--- src/rtl/ex_mem_stage_buffer.sv ---
// ----------------------------------------------------------------------------
// ex_mem_stage_buffer
//
// DEPTH-entry elastic buffer between the execute and memory stages. Each entry
// carries a DATA_W-bit datapath payload and a CTRL_W-bit control bundle. Entries
// move under a valid/ready handshake. A flush discards every entry, and a
// low `hit` freezes the buffer (a flush still acts). All state changes on the
// falling edge of CLK, matching the other stage registers.
//
// Parameters:
//   DATA_W  payload width
//   CTRL_W  control bundle width
//   DEPTH   number of entries, 1..16
//   CNT_W   occupancy counter width (derived)
//
// Ports:
//   CLK        in   clock, falling-edge active
//   RST        in   asynchronous reset, active-high
//   hit        in   global enable; 0 freezes everything except flush
//   flush      in   discard all entries, wins over enq/deq
//   in_valid   in   upstream presents an entry
//   in_data    in   upstream payload
//   in_ctrl    in   upstream control bundle
//   in_ready   out  room for an entry (count < DEPTH)
//   out_valid  out  head entry valid (count != 0)
//   out_data   out  head payload
//   out_ctrl   out  head control, all-zero while empty
//   out_ready  in   downstream consumes the head entry
//   count      out  current occupancy
//   stall_cnt  out  saturating back-pressure counter (PIPE_STALL_CNT_EN only)
//   hitOut     out  combinational copy of hit
//
// Optional feature macro: PIPE_STALL_CNT_EN adds the 16-bit stall_cnt output.
// ----------------------------------------------------------------------------
module ex_mem_stage_buffer #(
    parameter int DATA_W = 32,
    parameter int CTRL_W = 8,
    parameter int DEPTH  = 2,
    parameter int CNT_W  = $clog2(DEPTH + 1)
) (
    input  logic              CLK,
    input  logic              RST,
    input  logic              hit,
    input  logic              flush,
    input  logic              in_valid,
    input  logic [DATA_W-1:0] in_data,
    input  logic [CTRL_W-1:0] in_ctrl,
    output logic              in_ready,
    output logic              out_valid,
    output logic [DATA_W-1:0] out_data,
    output logic [CTRL_W-1:0] out_ctrl,
    input  logic              out_ready,
    output logic [CNT_W-1:0]  count,
`ifdef PIPE_STALL_CNT_EN
    output logic [15:0]       stall_cnt,
`endif
    output logic              hitOut
);

    localparam int PTR_W = (DEPTH > 1) ? $clog2(DEPTH) : 1;
    localparam int ENT_W = CTRL_W + DATA_W;

    logic [ENT_W-1:0] mem_q [DEPTH];
    logic [ENT_W-1:0] mem_d [DEPTH];
    logic [PTR_W-1:0] wr_ptr_q, wr_ptr_d;
    logic [PTR_W-1:0] rd_ptr_q, rd_ptr_d;
    logic [CNT_W-1:0] count_q, count_d;
    logic [ENT_W-1:0] head;
    logic             enq;
    logic             deq;

    // Pointers wrap by explicit compare so DEPTH need not be a power of two.
    function automatic logic [PTR_W-1:0] ptr_inc(input logic [PTR_W-1:0] p);
        return (p == PTR_W'(DEPTH - 1)) ? '0 : p + 1'b1;
    endfunction

    // in_ready looks only at occupancy, never at out_ready, so there is no
    // combinational path from the memory stage back to the execute stage.
    assign in_ready  = (count_q < CNT_W'(DEPTH));
    assign out_valid = (count_q != '0);
    assign enq       = in_valid & in_ready & hit;
    assign deq       = out_valid & out_ready & hit;

    assign head      = mem_q[rd_ptr_q];
    assign out_data  = head[DATA_W-1:0];
    // A bubble must never present MemWrite/RegWrite downstream.
    assign out_ctrl  = out_valid ? head[ENT_W-1:DATA_W] : '0;
    assign count     = count_q;
    assign hitOut    = hit;

    always_comb begin
        // NOTE: every signal gets its hold value first; a path that skips an
        // assignment would otherwise infer a latch.
        mem_d    = mem_q;
        wr_ptr_d = wr_ptr_q;
        rd_ptr_d = rd_ptr_q;
        count_d  = count_q;

        if (flush) begin
            // Contents are left stale; zero occupancy makes them unreachable.
            wr_ptr_d = '0;
            rd_ptr_d = '0;
            count_d  = '0;
        end else begin
            if (enq) begin
                mem_d[wr_ptr_q] = {in_ctrl, in_data};
                wr_ptr_d        = ptr_inc(wr_ptr_q);
            end
            if (deq) begin
                rd_ptr_d = ptr_inc(rd_ptr_q);
            end
            case ({enq, deq})
                2'b10:   count_d = count_q + CNT_W'(1);
                2'b01:   count_d = count_q - CNT_W'(1);
                default: count_d = count_q;
            endcase
        end
    end

    always_ff @(negedge CLK or posedge RST) begin
        if (RST) begin
            // NOTE: the array is reset too, so out_data reads zero straight out
            // of reset instead of power-up garbage.
            for (int i = 0; i < DEPTH; i++) begin
                mem_q[i] <= '0;
            end
            wr_ptr_q <= '0;
            rd_ptr_q <= '0;
            count_q  <= '0;
        end else begin
            // NOTE: non-blocking assignments keep every flop sampling the
            // pre-edge values, independent of statement order.
            mem_q    <= mem_d;
            wr_ptr_q <= wr_ptr_d;
            rd_ptr_q <= rd_ptr_d;
            count_q  <= count_d;
        end
    end

`ifdef PIPE_STALL_CNT_EN
    logic [15:0] stall_cnt_q, stall_cnt_d;

    // Counts edges where the memory stage back-pressures a valid head entry.
    // Saturates, and survives flush so it spans whole program runs.
    always_comb begin
        stall_cnt_d = stall_cnt_q;
        if (out_valid && !out_ready && hit && (stall_cnt_q != 16'hFFFF)) begin
            stall_cnt_d = stall_cnt_q + 16'd1;
        end
    end

    always_ff @(negedge CLK or posedge RST) begin
        if (RST) begin
            stall_cnt_q <= '0;
        end else begin
            stall_cnt_q <= stall_cnt_d;
        end
    end

    assign stall_cnt = stall_cnt_q;
`endif

endmodule

--- config.mk ---
export PLATFORM = sky130hd
export DESIGN_NAME = ex_mem_stage_buffer
export DESIGN_NICKNAME = d
export VERILOG_FILES = /design/src/rtl/ex_mem_stage_buffer.sv
export SDC_FILE = /design/constraint.sdc
export NUM_CORES = 1
export LEC_CHECK = 0
export CORE_UTILIZATION = 50
export CTS_BUF_LIST = sky130_fd_sc_hd__clkbuf_8
export CTS_CLUSTER_DIAMETER = 100
export DETAILED_ROUTE_END_ITERATION = 7
export HOLD_SLACK_MARGIN = 0.03
export PLACE_DENSITY = 0.9
export SLEW_MARGIN = 20
export SYNTH_ARGS = -nofsm -noshare
export SYNTH_HDL_FRONTEND = slang
export SYNTH_SLANG_ARGS = --single-unit
--- constraint.sdc ---
create_clock -name CLK -period 5 [get_ports CLK]
set_input_delay 1 -clock CLK [delete_from_list [all_inputs] [get_ports CLK]]
set_output_delay 1 -clock CLK [all_outputs]
set_load 0.005 [all_outputs]
==> results of run 1 <==
## critical path: stages (launching register included)
cell,delay [ns]
dfrtn_1,0.48
buf_6,0.15
buf_12,0.13
buf_12,0.11
mux2_4,0.30
buf_6,0.12
## cells in the mapped netlist
cell type	count
clkbuf_1	6
a21oi_1	4
buf_4	1
nand2_1	2
mux2i_1	8
or3_1	2
buf_2	5
dfrtn_1	84
buf_6	4
inv_1	3
a311oi_1	1
nand4b_1	1
mux2_1	3
nand2b_1	1
nor4_1	1
nor2_1	9
or4b_1	1
buf_1	1
mux2_4	40
xnor2_1	1
mux2_2	70
o21ai_0	3
## where the power goes
part	switching (mW)	leakage, nW	internal (mW)
clock	0.234	0.114	0.291
sequential	0.0922	1.03	0.852
combinational	0.169	1.51	0.416
## timing repair
item / 4_1_cts / 5_1_grt
setup buffers: 16 / 4
pin swaps: 0 / 6
gates cloned: 3 / 2
gates resized for setup: 211 / 24
setup endpoints to repair: 81 / 100
## state kept, by name, summed over array words and instances, names as in the netlist
| register | flops |
|---|---|
| mem_q | 80 |
| count | 2 |
| rd_ptr_q | 1 |
| wr_ptr_q | 1 |
## cell families after synthesis
logic type | synth area share (%)
mux | 39.0
flops | 54.5
buf+inv | 2.98
simple gates | 2.21
compound gates | 1.14
xor+xnor | 0.227
## layer usage
layer / global-route usage, % / vias up / wire length, um
li1: - / 1129 / -
met1: 29.5 / 1267 / 3870
met2: 35.6 / 82 / 4290
met3: 3.72 / 13 / 373
met4: 8.06 / 0 / 121
met5: 0 / - / 0
## worst max-delay path by stage
stage                         endpoint     start  cells after the start
after global placement        mem_q[7]  in_valid                      5
after floorplan           out_data[25]  rd_ptr_q                      3
after CTS                  out_data[2]  rd_ptr_q                      6
after detailed placement      mem_q[2]       hit                      5
final                      out_data[1]  rd_ptr_q                      5
after global routing      out_data[29]  rd_ptr_q                      5
## through the flow
step	hold WS, ns	util, %	instances
2_1_floorplan	0.415	-	251
3_3_place_gp	0.427	67.7	441
3_5_place_dp	0.434	67.7	441
4_1_cts	0.438	75.4	475
5_1_grt	0.442	75.9	477
6_report	0.437	75.9	477
## area by class of cell
cell class              instances  share of cell area (%)
well taps                      99                    2.22
clock inverters                 5                    1.39
repair buffers                129                    24.4
inverters                       3                   0.269
multi-input cells             147                    31.7
flip-flops and latches         84                    37.6
clock buffers                  10                    2.46
==> impl_metrics.csv, run 1 <==
group,metric,value,unit
floorplanning,dieArea,8070,um2
synthesis,synthTopCellsByArea,"dfrtn_1 (54%), mux2_2 (20%), mux2_4 (16%)",
setup_path,worstSetupPathType,"reg2out",
synthesis,ys_seq_area_share,54.5,%
setup_path,timing.rr.start,"count[1]",
cells_and_area,drive_gt1_share,54.8,%
sta,setup_tns,-1.23,ns
global_route,track_usage,21.9,%
drt,drc,0,
global_route,antenna_found_initial,0,
setup_path,ff2ff_setup_slack,3.18,ns
global_route,grt_max_degree,85,
synthesis,synthCells,251,
hold_path,worstHoldStart,"mem_q[56]",
synthesis,synth_top_area_cell,"dfrtn_1",
clock_network,cts_tree,"done",
power,power.leakage,2.66,nW
sta,tightest_slew,0.440,ns
setup_path,cp.arrival,4.11,ns
cells_and_area,fin_nets,420,
global_route,overflow,0,
clock_network,numCtsBuffers,9,
cells_and_area,mostFrequentLayoutCell,"dfrtn_1",
global_route,grt_pass1_vias,2736,
drt,via_per_inst,5.22,
cells_and_area,layout_common_cells,"dfrtn_1 (84), mux2_4 (68), clkdlybuf4s50_1 (48)",
hold_path,hold-path-endpoint,"mem_q[56]",
drt,dr.pass1.iters,4,
placement,hpwl,5.13,mm
power,irDropWorstVdd,0.000171,V
synthesis,synth.distinct_cells,22,
drt,routed-via-count,2491,
setup_path,reg2reg_depth,4,
floorplanning,num_rows,31,
synthesis,syn_area,3860,um2
synthesis,yosysWarnings,0,
drt,routed_wirelength,8.65,mm
floorplanning,core-area,7370,um2
clock_network,clock_sinks,84,
floorplanning,die_h,89.8,um
floorplanning,die_x,89.8,um
placement,pre_cts_ws,-0.495,ns
run,drv_cap,0,
clock_network,ctsHoldBuffers,0,
cells_and_area,final_area,5590,um2
outcome,violations,"negative setup slack",
power,powerDensity,367,nW/um2
hold_path,min_path_cells,1,
synthesis,ys_seq_elements,84,
synthesis,synth_top_area_share,54.5,%
setup_path,reg2reg_to,"mem_q[18]",
sta,slew-limit-headroom,70.7,%
cells_and_area,nFillCells,449,
clock_network,clk_pin_slew_worst_paths,0.05,ns
power,total_power,2.05,mW
cells_and_area,antennaDiodeCount,0,
cells_and_area,areaGrowthSynthToFinish,44.9,%
clock_network,htree_num_levels,3,
placement,dpl_cell_area,4990,um2
synthesis,syn_nets,297,
sta,setup_viol,28,
cells_and_area,seq_area,2100,um2
setup_path,worstPathMaxFanout,6,
setup_path,cp-start-kind,"flop",
floorplanning,pin_count,91,
setup_path,required,4.00,ns
outcome,outcome,"finished, violations left",
global_route,grt_pass1_wl,13.8,mm
hold_path,hold_path_class,"reg2reg",
clock_network,clk_latency,0.33,ns
sta,worst_slack,-0.107,ns
drt,routedWlPerCell,18.1,um
floorplanning,start_util,52.3,%
sta,rsz0062_at_grt,"yes",
setup_path,end_kind,"primary output",
clock_network,clk_path_buf_depth,2,
drt,ant_nets,0,
sta,hold_viol_final,0,
placement,gp_congestion,0.760,
cells_and_area,multi_input_area,1770,um2
synthesis,synth.avg_cell_area,15.4,um2
placement,port_buffers,90,
clock_network,cts_root_buf,"clkbuf_8",
sta,slew_violations,0,
drt,drtIter0Drc,107,
sta,fin_skew,0.00659,ns
Power figures use the tool's default switching activity.
==> run 2, diff against run 1 <==
--- a/config.mk
+++ b/config.mk
@@ -11,7 +11,6 @@
 export DETAILED_ROUTE_END_ITERATION = 7
 export HOLD_SLACK_MARGIN = 0.03
 export PLACE_DENSITY = 0.9
-export SLEW_MARGIN = 20
 export SYNTH_ARGS = -nofsm -noshare
 export SYNTH_HDL_FRONTEND = slang
 export SYNTH_SLANG_ARGS = --single-unit
==> results of run 2 <==
The final DEF is identical to that of run 1; final timing and power are the same.
==> run 3, diff against run 2 <==
--- a/config.mk
+++ b/config.mk
@@ -5,6 +5,7 @@
 export SDC_FILE = /design/constraint.sdc
 export NUM_CORES = 1
 export LEC_CHECK = 0
+export ABC_CLOCK_PERIOD_IN_PS = 5000
 export CORE_UTILIZATION = 50
 export CTS_BUF_LIST = sky130_fd_sc_hd__clkbuf_8
 export CTS_CLUSTER_DIAMETER = 100
==> results of run 3 <==
The final DEF is identical to that of run 1; final timing and power are the same.
